[src/rtl/if_fetch_aligner.sv]
`timescale 1ns/1ps
// if_fetch_aligner: byte-serial Y86 fetch. Pulls one byte per ack from a
// byte-wide instruction memory, sizes the instruction from its icode, packs
// it onto the 48-bit decode bus and offers it with its PC over valid/ready.
//
// Handshakes:
//   memory : mem_req_o/mem_addr_o are held until mem_ack_i; an ack may
//            arrive in the same cycle as the request (combinational path
//            from mem_ack_i/mem_data_i into the next-state logic only).
//   decode : a transfer happens on a rising edge where valid_o && ready_i;
//            inst_o/pc_o/len_o/invalid_o hold while valid_o && !ready_i.
//   redirect_i beats everything: the in-flight fetch or pending output is
//            dropped and fetching restarts at redirect_pc_i.
module if_fetch_aligner #(
   parameter int ADDR_W = 32,
   parameter int INST_W = 48
) (
   input  logic              clk,
   input  logic              rst,
   output logic              mem_req_o,
   output logic [ADDR_W-1:0] mem_addr_o,
   input  logic              mem_ack_i,
   input  logic [7:0]        mem_data_i,
   input  logic              redirect_i,
   input  logic [ADDR_W-1:0] redirect_pc_i,
   output logic              valid_o,
   input  logic              ready_i,
   output logic [INST_W-1:0] inst_o,
   output logic [ADDR_W-1:0] pc_o,
   output logic [2:0]        len_o,
   output logic              invalid_o
);

   typedef enum logic [1:0] {
      S_IDLE   = 2'd0,
      S_FETCH  = 2'd1,
      S_OUT    = 2'd2,
      S_HALTED = 2'd3
   } state_t;

   state_t            r_state;
   logic [ADDR_W-1:0] r_pc;
   logic [2:0]        r_cnt;
   logic [2:0]        r_len;
   logic [5:0][7:0]   r_byte;
   logic [INST_W-1:0] r_inst;
   logic [ADDR_W-1:0] r_pc_out;
   logic [2:0]        r_len_out;
   logic              r_invalid;

   logic [5:0][7:0]   w_byte;
   logic [INST_W-1:0] w_inst;
   logic [3:0]        w_icode;
   logic [2:0]        w_len;
   logic              w_last;
   logic              w_stop;

   // Instruction length in bytes from the icode nibble; C..F count as 1.
   function automatic logic [2:0] f_len(input logic [3:0] ic);
      logic [2:0] l;
      case (ic)
         4'h2, 4'h6, 4'hA, 4'hB: l = 3'd2;
         4'h3, 4'h4, 4'h5:       l = 3'd6;
         4'h7, 4'h8:             l = 3'd5;
         default:                l = 3'd1;
      endcase
      return l;
   endfunction

   // b0 is taken straight from the bus on its ack so the length is known
   // in the same cycle, which lets a 1-byte instruction finish immediately.
   assign w_icode = (r_cnt == 3'd0) ? mem_data_i[7:4] : r_byte[0][7:4];
   assign w_len   = (r_cnt == 3'd0) ? f_len(mem_data_i[7:4]) : r_len;
   assign w_last  = mem_ack_i && ((r_cnt + 3'd1) == w_len);
   assign w_stop  = (r_inst[INST_W-1 -: 4] == 4'h0) || r_invalid;

   // Byte buffer with the byte currently on the bus merged in.
   always_comb begin
      w_byte        = r_byte;
      w_byte[r_cnt] = mem_data_i;
   end

   // Pack the collected bytes onto the decode bus by instruction length.
   always_comb begin
      w_inst = {w_byte[0], w_byte[1], w_byte[5], w_byte[4], w_byte[3], w_byte[2]};
      case (w_len)
         3'd1:    w_inst = {w_byte[0], 40'hFF_0000_0000};
         3'd2:    w_inst = {w_byte[0], w_byte[1], 32'h0};
         3'd5:    w_inst = {w_byte[0], 8'hFF, w_byte[4], w_byte[3], w_byte[2], w_byte[1]};
         default: ;
      endcase
   end

   // Fetch FSM: collect bytes, hold the packed result until decode takes it.
   always_ff @(posedge clk or negedge rst) begin
      if (!rst) begin
         r_state   <= S_IDLE;
         r_pc      <= '0;
         r_cnt     <= 3'd0;
         r_len     <= 3'd0;
         r_byte    <= '0;
         r_inst    <= 48'h10FF_0000_0000;
         r_pc_out  <= '0;
         r_len_out <= 3'd0;
         r_invalid <= 1'b0;
      end else if (redirect_i) begin
         r_pc    <= redirect_pc_i;
         r_cnt   <= 3'd0;
         r_state <= S_FETCH;
      end else begin
         case (r_state)
            S_IDLE: r_state <= S_FETCH;
            S_FETCH: begin
               if (mem_ack_i) begin
                  r_byte[r_cnt] <= mem_data_i;
                  if (r_cnt == 3'd0) r_len <= w_len;
                  if (w_last) begin
                     r_cnt     <= 3'd0;
                     r_state   <= S_OUT;
                     r_inst    <= w_inst;
                     r_pc_out  <= r_pc;
                     r_len_out <= w_len;
                     r_invalid <= (w_icode >= 4'hC);
                  end else begin
                     r_cnt <= r_cnt + 3'd1;
                  end
               end
            end
            S_OUT: begin
               if (ready_i) begin
                  r_pc    <= r_pc + ADDR_W'(r_len_out);
                  r_state <= w_stop ? S_HALTED : S_FETCH;
               end
            end
            default: ;
         endcase
      end
   end

   assign mem_req_o  = (r_state == S_FETCH);
   assign mem_addr_o = r_pc + ADDR_W'(r_cnt);
   assign valid_o    = (r_state == S_OUT);
   assign inst_o     = r_inst;
   assign pc_o       = r_pc_out;
   assign len_o      = r_len_out;
   assign invalid_o  = r_invalid;

endmodule

[config.mk]
export PLATFORM = sky130hd
export DESIGN_NAME = if_fetch_aligner
export DESIGN_NICKNAME = d
export VERILOG_FILES = /design/src/rtl/if_fetch_aligner.sv
export SDC_FILE = /design/constraint.sdc
export NUM_CORES = 1
export LEC_CHECK = 0
export CAP_MARGIN = 0
export CORE_MARGIN = 3
export CORE_UTILIZATION = 58
export DETAILED_ROUTE_END_ITERATION = 6
export PLACE_DENSITY = 0.87
export SKIP_CTS_REPAIR_TIMING = 1
export SYNTH_ARGS = -nofsm -noshare
export SYNTH_HDL_FRONTEND = slang
export SYNTH_SLANG_ARGS = --single-unit
[constraint.sdc]
create_clock -name clk -period 5.9 [get_ports clk]
set_input_delay 1.77 -clock clk [delete_from_list [all_inputs] [get_ports clk]]
set_output_delay 1.77 -clock clk [all_outputs]
set_load 0.01 [all_outputs]
# ---- Word-level counts from Yosys, hierarchy flattened
# Memories as Yosys holds them, arrays and structs flattened.
# Index checks and enable logic that the tools add are counted.
dict set report op_classes {
  n_addsub 3
  order_cmp 3
  n_eq_ne 9
  mux 19
  bitwise_logic 1
  n_reduce_logical 17
}
# operator count
set ops {}
lappend ops {{40-bit case mux with 3 select lines} 1}
lappend ops {{32-bit 2-to-1 mux} 3}
lappend ops {{32-bit by 3-bit adder with 32-bit output} 2}
lappend ops {{48-bit bitwise mux} 1}
lappend ops {{8-bit demux with 3-bit select} 1}
lappend ops {{3-bit 2-to-1 mux} 5}
lappend ops {{4-bit AND reduction} 3}
lappend ops {{2-bit 2-to-1 mux} 5}
lappend ops {{8-bit 2-to-1 mux} 1}
lappend ops {{2-bit nonzero test} 4}
lappend ops {{3-bit by 1-bit != test with 1-bit output (second input constant)} 2}
lappend ops {{2-bit case mux with 3 select lines} 1}
lappend ops {{4-bit >= comparator (second input constant)} 1}
lappend ops {{4-bit logical NOT} 1}
lappend ops {{3-bit by 4-bit less-than comparator with 1-bit output (second input constant)} 1}
lappend ops {{4-bit 2-to-1 mux} 1}
lappend ops {{2-bit AND reduction} 2}
lappend ops {{4-bit nonzero test} 1}
lappend ops {{3-bit by 1-bit adder with 3-bit output (second input constant)} 1}
lappend ops {{3-bit by 1-bit equality test with 1-bit output (second input constant)} 1}
lappend ops {{3-bit by 2-bit equality test with 1-bit output (second input constant)} 1}
lappend ops {{3-bit equality test} 1}
lappend ops {{3-bit equality test (second input constant)} 1}
lappend ops {{3-bit by 1-bit >= comparator with 1-bit output (second input constant)} 1}
lappend ops {{9 further kinds} 10}
dict set report totals {
  ff_bits 172
  mem_bits_ro 48
  in_bits 45
  wordCells 67
  n_memories 1
}
# memory words width rd rd_ports_with_merged_regs write_ports line
set mem_list {}
lappend mem_list {{(no name shown)} 16 3 1 0 0 61} ;# case (ic)

# ---- Longest topological paths before layout
# Gate-level depths: netlist of run 1.
dict set report depth {
  word_depth 8
  depth_mapped 11
  depth_no_buf 8
}

# ---- Least setup slack after synthesis of run 1
# No wires, ideal clock.
dict set report synth_path {
  path_kind {register -> output}
  start {register r_pc[10]}
  end {output port mem_addr_o[31]}
  arrival_ns 2.135
  required_time_ns 4.130
  slack_ns 1.995
  path_stages_with_launch 8
  path_cell_list {dfrtp_1 -> buf_2 -> nand4_1 -> or3_1 -> or3_1 -> clkbuf_1 -> nor4_1 -> xor2_1}
}
dict set report synth_via {
  elab_chain_cells 1
}
# element line
set synth_lines {}
lappend synth_lines {{start: declaration} 42} ;# logic [ADDR_W-1:0] r_pc;
lappend synth_lines {{start signal: assignment} 107} ;# r_pc <= redirect_pc_i;
lappend synth_lines {{start signal: assignment} 131} ;# r_pc <= r_pc + ADDR_W'(r_len_out);
lappend synth_lines {{32-bit by 3-bit adder with 32-bit output} 141} ;# assign mem_addr_o = r_pc + ADDR_W'(r_cnt);
lappend synth_lines {{end: declaration} 21} ;# output logic [ADDR_W-1:0] mem_addr_o,
# Every way passes these cells.

# ---- Worst setup path after layout of run 1
dict set report layout_path {
  start {register r_cnt[0]}
  end {output port mem_addr_o[30]}
}
dict set report layout_via {
  elab_chain_cells 1
}
# element line
set layout_lines {}
lappend layout_lines {{start: declaration} 43} ;# logic [2:0] r_cnt;
lappend layout_lines {{start signal: assignment} 125} ;# r_cnt <= r_cnt + 3'd1;
lappend layout_lines {{32-bit by 3-bit adder with 32-bit output} 141}
# Every way passes these cells.

==> results.ini, run 1 <==
[placement]
place.gp.congestion=0.924
dp_slack_ns=0.983
dp_hpwl_um=16200
placed_area_sq_um=10900
numPortBuffers=162

[clock_network]
root_buffer=clkbuf_16
clock_sinks=172
cts_tree=done
clkTransAtPathRegs_ns=0.06
htreeDepth=4
cts_made_buffers=17
clkLatencyLatePin_ns=0.43
clock_path_buffers=2

[synth]
synth_most_common_cell=dfrtp_1
syn_area_per_cell_sq_um=10.9
yosys-top-cells-count=dfrtp_1 (163), nand2_1 (96), o21ai_0 (66), mux2_4 (59), clkbuf_1 (50)
yosysSeqAreaShare=0.470
synth-edff-count=0
synthesis.nets=901
ys_warn_count=0
postSynthCellCount=842
post-synth-top-area-cell=dfrtp_1
ys.flop_type=dfrtp_1
synth_top_area_frac=0.444
synth-async-reset-ratio=1.00
synth_cell_type_count=49
synth_top_cells_by_area=dfrtp_1 (44%), mux2_4 (9.6%), mux2_2 (5.9%)
syn-cell-area_sq_um=9190
ys_seq_elements=172

[routing]
wl_um=23500
drc=0
ant_nets=0
viasPerCell=5.91
wl_per_cell_um=19.6
met1_length_um=10200
via_count=7060
route.met3.wl_um=1460
wl_met2_um=11500
drt-pass1-iter-count=5
drt_iter0_markers=793
top_layer=met4

[critical_path]
cp.depth=8
crit_path_top_delay_cell=dfrtp_1
crit_family=simple AND/OR/NAND/NOR gates
ff2ff_path_depth=8
path_buf_inv=1
slowest_delay_ns=0.62
cp-end-kind=output port
required_ns=4.13
arrival_ns=3.53
start_kind=flip-flop
path_max_fanout=12
worstSetupPathType=reg2out
worstPathCellList=ha_1, fa_1, a21oi_1, nand4b_1, or2_2, nor3_1, xor2_1, clkdlybuf4s50_1
regToRegSetupSlack_ns=2.61

[layout]
area_growth_syn_to_layout_pct=24.7
n_antenna_cell=0
multi_input_area_sq_um=4550
drive_above_1_share=0.172
n_fill_cell=1003
fin_nets=1030
seq_area_sq_um=4320
fin_area_sq_um=11500

[timing]
period_share=0.898
grt_setup_unrepaired=no
finalHoldViolCount=0
setup-tns-final_ns=0
max-slew-margin-rel=0.309
period_needed_ns=5.30
fin_ws_ns=0.603
finalClockSkew_ns=0.00732
setup_viol=0
fmax_ghz=0.189
worst_pin_slew_ns=1.04
drv_slew=0

[global_routing]
grt.total_usage=0.269
grt_max_degree=96
antenna_found_initial=0
grt_pass1_wl_um=37800
grt_pass1_vias=7057
gr-total-overflow=0

[hold_path]
hold_class=reg2reg
holdPathStages=2

[floorplanning]
dieArea_sq_um=17400
rows=45
core_area_sq_um=15400
die_x_um=132
ios=163
initial_core_util=0.598
die_h_um=132

[pwr]
ir_drop_v=0.000311
power_density_nw_per_um2=405
power.leakage_nw=4.87

[run]
cap_violations=0

[run_status]
status=complete, no violations

==> metal layers <==
layer / global-route usage / vias to the layer above
li1: - / 3256
met1: 0.360 / 3497
met2: 0.446 / 281
met3: 0.0664 / 26
met4: 0.0677 / 0
met5: 0 / -
==> flip-flops by register name, indices dropped and copies added (netlist names) <==
register and count:
pc_o 32, inst_o 48, r_cnt 3, len_o 3, invalid_o 1, r_state 2
r_byte 48, r_len 3, r_pc 32
==> worst reg2reg max path: stages (launching register included) <==
cell and delay, ns:
dfrtp_1 0.62, inv_1 0.18, ha_1 0.43, xor2_1 0.19, o21ai_0 0.27, o41ai_2 0.21
nor3_4 0.23, buf_4 0.62, mux2_2 0.47
==> metrics by stage <==
stage / power (mW) / utilization / cells / hold WS (ns)
2_1_floorplan: 2.74 / - / 842 / 0.449
3_3_place_gp: 3.45 / 0.707 / 1163 / 0.460
3_5_place_dp: 3.52 / 0.707 / 1163 / 0.470
4_1_cts: 4.65 / 0.745 / 1195 / 0.485
5_1_grt: 4.86 / 0.745 / 1195 / 0.511
6_report: 4.64 / 0.745 / 1195 / 0.483
==> cells in the final DEF, fill, tap and decap left out, types with 4 or more instances in the layout <==
master           count
a21o_1               7
a21oi_1             13
a31oi_1              7
and3_1               6
buf_4               10
clkbuf_16           17
clkdlybuf4s50_1    160
dfrtp_1            163
dfstp_2              9
ha_1                12
inv_1               12
inv_6                4
mux2_2              48
mux2_4              59
mux2i_1             47
nand2_1             96
nand2b_1             4
nand3_1             15
nand4_1             12
nor2_1              39
nor2b_1              5
nor3_1              12
nor4_1              12
o211ai_1             4
o21ai_0             66
o22ai_1             32
or3_1                9
or4_1                4
xnor2_1             28
xor2_1              25
==> path summary, 6_finish.rpt <==
kind | startpoint | to
max in group asynchronous | rst | inst_o[32]
setup / recovery | r_cnt[0] | mem_addr_o[30]
hold / removal | r_byte[16] | r_byte[16]
hold reg to reg | r_byte[16] | r_byte[16]
setup reg to reg | r_cnt[0] | inst_o[35]
min in group asynchronous | rst | pc_o[9]
==> logic make-up (layout without fill, tap and decap cells) <==
family | Yosys count | count (layout) | share of synthesized area
simple gates | 229 | 229 | 0.120
xor+xnor | 53 | 53 | 0.0505
buf+inv | 75 | 217 | 0.0372
mux | 154 | 154 | 0.206
flops | 172 | 172 | 0.470
fa+ha+maj | 14 | 14 | 0.0207
compound gates | 145 | 145 | 0.0956
==> area by class of cell <==
cell class                      instances  area share
Tap cell                              211      0.0230
Clock buffer                           21      0.0393
Sequential cell                       172       0.377
Inverter                               13     0.00426
Clock inverter                         11      0.0117
Multi-Input combinational cell        595       0.397
Timing Repair Buffer                  172       0.148
==> power breakdown <==
group / internal [mW] / switching [mW] / total [mW] / leakage (nW)
registers: 1.52 / 0.254 / 1.77 / 2.20
clock network: 0.642 / 0.484 / 1.13 / 0.283
logic: 0.940 / 0.799 / 1.74 / 2.38
(Power assumes the default switching activity.)
==> inputs of run 2 (changes only) <==
--- a/config.mk
+++ b/config.mk
@@ -9,6 +9,7 @@
 export CORE_MARGIN = 3
 export CORE_UTILIZATION = 58
 export DETAILED_ROUTE_END_ITERATION = 6
+export MAX_ROUTING_LAYER = met4
 export PLACE_DENSITY = 0.87
 export SKIP_CTS_REPAIR_TIMING = 1
 export SYNTH_ARGS = -nofsm -noshare
==> run 2 against run 1 <==
Effect of this change:
- first-iteration DRC count down 11%
- core utilization unchanged
- register-to-register slack about the same
- worst hold slack about the same
- critical path depth unchanged
- sequential share of layout area unchanged
- wire length about the same
- non-clock buffer count unchanged
- clock power about the same
- critical endpoint unchanged
- largest power group unchanged
==> results.ini, run 2 (synthesis gave the netlist of run 1 again) <==
[run_status]
status=complete, no violations  ; unchanged

[clock_network]
cts_tree=done  ; unchanged
htreeDepth=4  ; unchanged
clock_path_buffers=2  ; unchanged
cts_made_buffers=17  ; unchanged
root_buffer=clkbuf_16  ; unchanged
clkTransAtPathRegs_ns=0.07  ; was 0.06 ns
clkLatencyLatePin_ns=0.43  ; about the same
clock_sinks=172  ; unchanged

[critical_path]
slowest_delay_ns=0.63  ; was 0.62 ns
cp-end-kind=output port  ; unchanged
crit_family=simple AND/OR/NAND/NOR gates  ; unchanged
start_kind=flip-flop  ; unchanged
arrival_ns=3.53  ; about the same
worstPathCellList=ha_1, fa_1, a21oi_1, nand4b_1, or2_2, nor3_1, xor2_1, clkdlybuf4s50_1  ; unchanged
crit_path_top_delay_cell=dfrtp_1  ; unchanged
path_buf_inv=1  ; unchanged
regToRegSetupSlack_ns=2.61  ; about the same
worstSetupPathType=reg2out  ; unchanged
path_max_fanout=12  ; unchanged
required_ns=4.13  ; about the same

[routing]
wl_um=23500  ; about the same
drt_iter0_markers=706  ; was 793
viasPerCell=5.88  ; was 5.91
drt-pass1-iter-count=5  ; unchanged
wl_per_cell_um=19.7  ; was 19.6 um
via_count=7032  ; was 7,060
ant_nets=0  ; unchanged
drc=0  ; unchanged

[timing]
max-slew-margin-rel=0.288  ; was 0.309
period_share=0.898  ; about the same
setup_viol=0  ; unchanged
worst_pin_slew_ns=1.07  ; was 1.04 ns
period_needed_ns=5.30  ; about the same
grt_setup_unrepaired=no  ; unchanged
setup-tns-final_ns=0  ; unchanged
fin_ws_ns=0.601  ; was 0.603 ns
finalClockSkew_ns=0.00796  ; was 0.00732 ns
fmax_ghz=0.189  ; about the same
finalHoldViolCount=0  ; unchanged
drv_slew=0  ; unchanged
holdWs_ns=0.483  ; about the same

[floorplanning]
rows=45  ; unchanged
ios=163  ; unchanged
die_x_um=132  ; unchanged
die_h_um=132  ; unchanged
initial_core_util=0.598  ; unchanged
dieArea_sq_um=17400  ; unchanged
core_area_sq_um=15400  ; unchanged

[layout]
n_fill_cell=1003  ; unchanged
fin_area_sq_um=11500  ; unchanged
layout_common_cells=dfrtp_1 (163), clkdlybuf4s50_1 (160), nand2_1 (96), o21ai_0 (66), mux2_4 (59)  ; unchanged
final_util=0.745  ; unchanged
n_antenna_cell=0  ; unchanged
area_growth_syn_to_layout_pct=24.7  ; unchanged
drive_above_1_share=0.172  ; unchanged
instances_no_fill=1195  ; unchanged
fin_nets=1030  ; unchanged
final_common_cell=dfrtp_1  ; unchanged

[global_routing]
grt_max_degree=96  ; unchanged
grt_pass1_vias=7048  ; was 7,057
grt.total_usage=0.277  ; was 0.269
grt_pass1_wl_um=37800  ; about the same
antenna_found_initial=0  ; unchanged
gr-total-overflow=0  ; unchanged

[pwr]
switching_share=0.332  ; was 0.331
power_mw=4.64  ; about the same
p_comb_frac=0.375  ; about the same
switchingPower_mw=1.54  ; about the same
power.leakage_nw=4.87  ; unchanged
ir_drop_v=0.000311  ; about the same
clkPwrFrac=0.243  ; about the same
p_seq_frac=0.382  ; about the same
p_int_mw=3.10  ; about the same
power_density_nw_per_um2=405  ; about the same

[placement]
dp.cells=1163  ; unchanged
dp_slack_ns=0.983  ; unchanged
placed_area_sq_um=10900  ; unchanged
place.gp.congestion=0.941  ; was 0.924
numPortBuffers=162  ; unchanged
dp_hpwl_um=16200  ; unchanged

[hold_path]
hold_class=reg2reg  ; unchanged

[run]
cap_violations=0  ; unchanged

run 2: cell type report:
| type | count | area (sq um) | share of cell area |
|---|---|---|---|
| multi-input cells | 595 | 4550 | 0.397 |
| clock buffers | 21 | 450 | 0.0393 |
| repair buffers | 172 | 1690 | 0.148 |
| inverters | 13 | 48.8 | 0.00426 |
| clock inverters | 11 | 134 | 0.0117 |
| well taps | 211 | 264 | 0.0230 |
| flip-flops and latches | 172 | 4320 | 0.377 |
run 2: worst register-to-register path, delay by kind of cell, from the launching register on:
family / cells / cell delay (ns)
multiplexers: 1 / 0.44
adder cells (fa/ha/maj): 1 / 0.44
AO/OA/AOI/OAI: 2 / 0.47
flip-flops: 1 / 0.63
buffers and inverters: 2 / 0.78
XOR/XNOR: 1 / 0.19
AND/OR/NAND/NOR: 1 / 0.23
run 2: final timing paths:
path	end	cells past startpoint	startpoint
setup / recovery	mem_addr_o[30]	8	r_cnt[0]
hold / removal	r_byte[10]	2	r_byte[10]
setup reg to reg	inst_o[41]	8	r_cnt[0]
hold reg to reg	r_byte[10]	2	r_byte[10]
max in group asynchronous	inst_o[32]	2	rst
min in group asynchronous	pc_o[9]	1	rst
run 2: routing by layer:
| metal | wire [um] | global-route usage | share of wire |
|---|---|---|---|
| met1 | 10200 | 0.360 | 0.43 |
| met2 | 11600 | 0.448 | 0.49 |
| met3 | 1410 | 0.0611 | 0.060 |
| met4 | 335 | 0.0694 | 0.014 |
| met5 | 0 | - | 0 |
run 2: power groups by stage:
stage                     Sequential [mW]  Clock (mW)  Combinational, mW
final                                1.77        1.13               1.74
after CTS                            1.77        1.13               1.75
after floorplan                      1.80           0              0.947
after detailed placement             1.78           0               1.73
after global routing                 1.81        1.18               1.87
after global placement               1.77           0               1.68
==> inputs of run 3 (changes only) <==
--- a/config.mk
+++ b/config.mk
@@ -6,6 +6,7 @@
 export NUM_CORES = 1
 export LEC_CHECK = 0
 export CAP_MARGIN = 0
+export CORE_ASPECT_RATIO = 1.1
 export CORE_MARGIN = 3
 export CORE_UTILIZATION = 58
 export DETAILED_ROUTE_END_ITERATION = 6
==> run 3 against run 2 <==
Effect of this change:
- cell count down 1.5%
- highest routed layer unchanged
- critical path depth unchanged
- first-iteration DRC count down 9.3%
- largest power group unchanged
- worst hold slack worse by 0.0058 ns
- non-clock buffer count down 2
- global-route usage up 0.59 points
- critical path type unchanged
- sequential power about the same
- maximum frequency down 0.77%
- via count up 0.92%
- total power up 2.4%
==> results.ini, run 3 (synthesis gave the netlist of run 1 again) <==
[layout]
layout_common_cells=dfrtp_1 (163), clkdlybuf4s50_1 (160), nand2_1 (96), o21ai_0 (66), mux2_4 (59)  ; unchanged
n_antenna_cell=0  ; unchanged
final_util=0.753  ; was 0.745
drive_above_1_share=0.172  ; about the same
area_growth_syn_to_layout_pct=25.3  ; was 24.7%
fin_nets=1028  ; was 1,030
final_common_cell=dfrtp_1  ; unchanged

[routing]
met1_length_um=9490  ; was 10,200 um
drc=0  ; unchanged
wl_um=23200  ; was 23,500 um
via_count=7097  ; was 7,032
viasPerCell=6.03  ; was 5.88
top_layer=met4  ; unchanged
ant_nets=0  ; unchanged
drt-pass1-iter-count=6  ; was 5
route.met3.wl_um=1470  ; was 1410 um
wl_per_cell_um=19.7  ; about the same
drt_iter0_markers=640  ; was 706
wl_met2_um=11700  ; was 11,600 um

[global_routing]
gr-total-overflow=0  ; unchanged
grt.total_usage=0.283  ; was 0.277
antenna_found_initial=0  ; unchanged
grt_pass1_vias=7123  ; was 7,048
grt_max_degree=85  ; was 96
grt_pass1_wl_um=38000  ; was 37,800 um

[placement]
place.gp.congestion=0.905  ; was 0.941
dp_hpwl_um=16000  ; was 16,200 um
numPortBuffers=162  ; unchanged

[critical_path]
path_buf_inv=1  ; unchanged
start_kind=flip-flop  ; unchanged
worstSetupPathType=reg2out  ; unchanged
path_max_fanout=12  ; unchanged
cp-end-kind=output port  ; unchanged
r2r_end=inst_o[19]  ; was inst_o[41]
ff2ff_path_depth=8  ; unchanged
required_ns=4.13  ; about the same
regToRegSetupSlack_ns=2.70  ; was 2.61 ns
worstPathCellList=ha_1, fa_1, a21oi_1, nand4b_1, or2_2, nor3_1, xor2_1, clkdlybuf4s50_1  ; unchanged
crit_family=simple AND/OR/NAND/NOR gates  ; unchanged
crit-reg2reg-launch=r_cnt[0]  ; unchanged
slowest_delay_ns=0.64  ; was 0.63 ns
arrival_ns=3.57  ; was 3.53 ns
crit_path_top_delay_cell=dfrtp_1  ; unchanged

[timing]
max-slew-margin-rel=0.334  ; was 0.288
drv_slew=0  ; unchanged
finalHoldViolCount=0  ; unchanged
finalClockSkew_ns=0.0105  ; was 0.00796 ns
period_needed_ns=5.34  ; was 5.30 ns
worst_pin_slew_ns=0.998  ; was 1.07 ns
grt_setup_unrepaired=no  ; unchanged
fmax_ghz=0.187  ; was 0.189 GHz
period_share=0.905  ; was 0.898
setup-tns-final_ns=0  ; unchanged
setup_viol=0  ; unchanged

[hold_path]
hold_start=r_byte[20]  ; was r_byte[10]
holdPathStages=2  ; unchanged
hold_path_end=r_byte[20]  ; was r_byte[10]
hold_class=reg2reg  ; unchanged

[floorplanning]
ios=163  ; unchanged
die_h_um=138  ; was 132 um
initial_core_util=0.601  ; was 0.598
core_area_sq_um=15300  ; was 15,400 sq um
dieArea_sq_um=17400  ; about the same
rows=47  ; was 45
die_x_um=126  ; was 132 um

[clock_network]
clkLatencyLatePin_ns=0.43  ; about the same
clkTransAtPathRegs_ns=0.06  ; was 0.07 ns
cts_made_buffers=17  ; unchanged
cts_tree=done  ; unchanged
htreeDepth=4  ; unchanged
root_buffer=clkbuf_16  ; unchanged
clock_sinks=172  ; unchanged
clock_path_buffers=2  ; unchanged

[run]
cap_violations=0  ; unchanged

[pwr]
ir_drop_v=0.000269  ; was 0.000311 V
power.leakage_nw=4.90  ; was 4.87 nW
power_density_nw_per_um2=413  ; was 405 nW/um^2

[run_status]
status=complete, no violations  ; unchanged

run 3: final cells by class:
class,count,area (sq um)
clock buffer,20,467
fill,994,3780
multi-input combinational,595,4550
clock inverter,11,190
tap,196,245
timing repair buffer,170,1690
sequential,172,4320
inverter,13,48.8
run 3: how the worst max path moves through the flow:
| stage | end | slack [ns] | start | depth (start not counted) |
|---|---|---|---|---|
| finish | mem_addr_o[30] | 0.56 | r_cnt[0] | 8 |
| floorplan | mem_addr_o[31] | 2.00 | r_pc[10] | 7 |
| global route | mem_addr_o[30] | 0.47 | r_cnt[0] | 8 |
| CTS | mem_addr_o[30] | 0.59 | r_cnt[0] | 8 |
| detailed placement | mem_addr_o[30] | 1.04 | r_cnt[0] | 8 |
| global placement | pc_o[1] | 1.14 | mem_data_i[6] | 7 |
run 3: through the flow:
step                      worst slack [ns]  cell area, sq um  std cells  hold WS [ns]  power (mW)
after CTS                            0.585             11500       1177         0.484        4.78
after global placement                1.14             10900       1146         0.461        3.45
after detailed placement              1.04             10900       1146         0.470        3.52
after floorplan                       2.00              9190        842         0.449        2.74
after global routing                 0.467             11500       1177         0.510        5.00
final                                0.560             11500       1177         0.477        4.75
run 3: metal layers:
layer,track usage,vias up
met5,-,-
met4,0.0977,0
met3,0.0532,52
met2,0.471,333
met1,0.353,3473
li1,-,3239
run 3: where the power goes:
group | total (mW) | leakage [nW] | switching (mW) | internal, mW
combinational | 1.73 | 2.38 | 0.789 | 0.945
sequential | 1.77 | 2.20 | 0.251 | 1.52
clock | 1.25 | 0.322 | 0.465 | 0.782
run 3: worst reg2reg max path, delay by kind of cell, from the launching register on:
kind                     cells  cell delay [ns]
AO/OA/AOI/OAI                2             0.91
flip-flops                   1             0.64
buffers and inverters        2             0.48
AND/OR/NAND/NOR              2             0.45
adder cells (fa/ha/maj)      1             0.32
multiplexers                 1             0.28
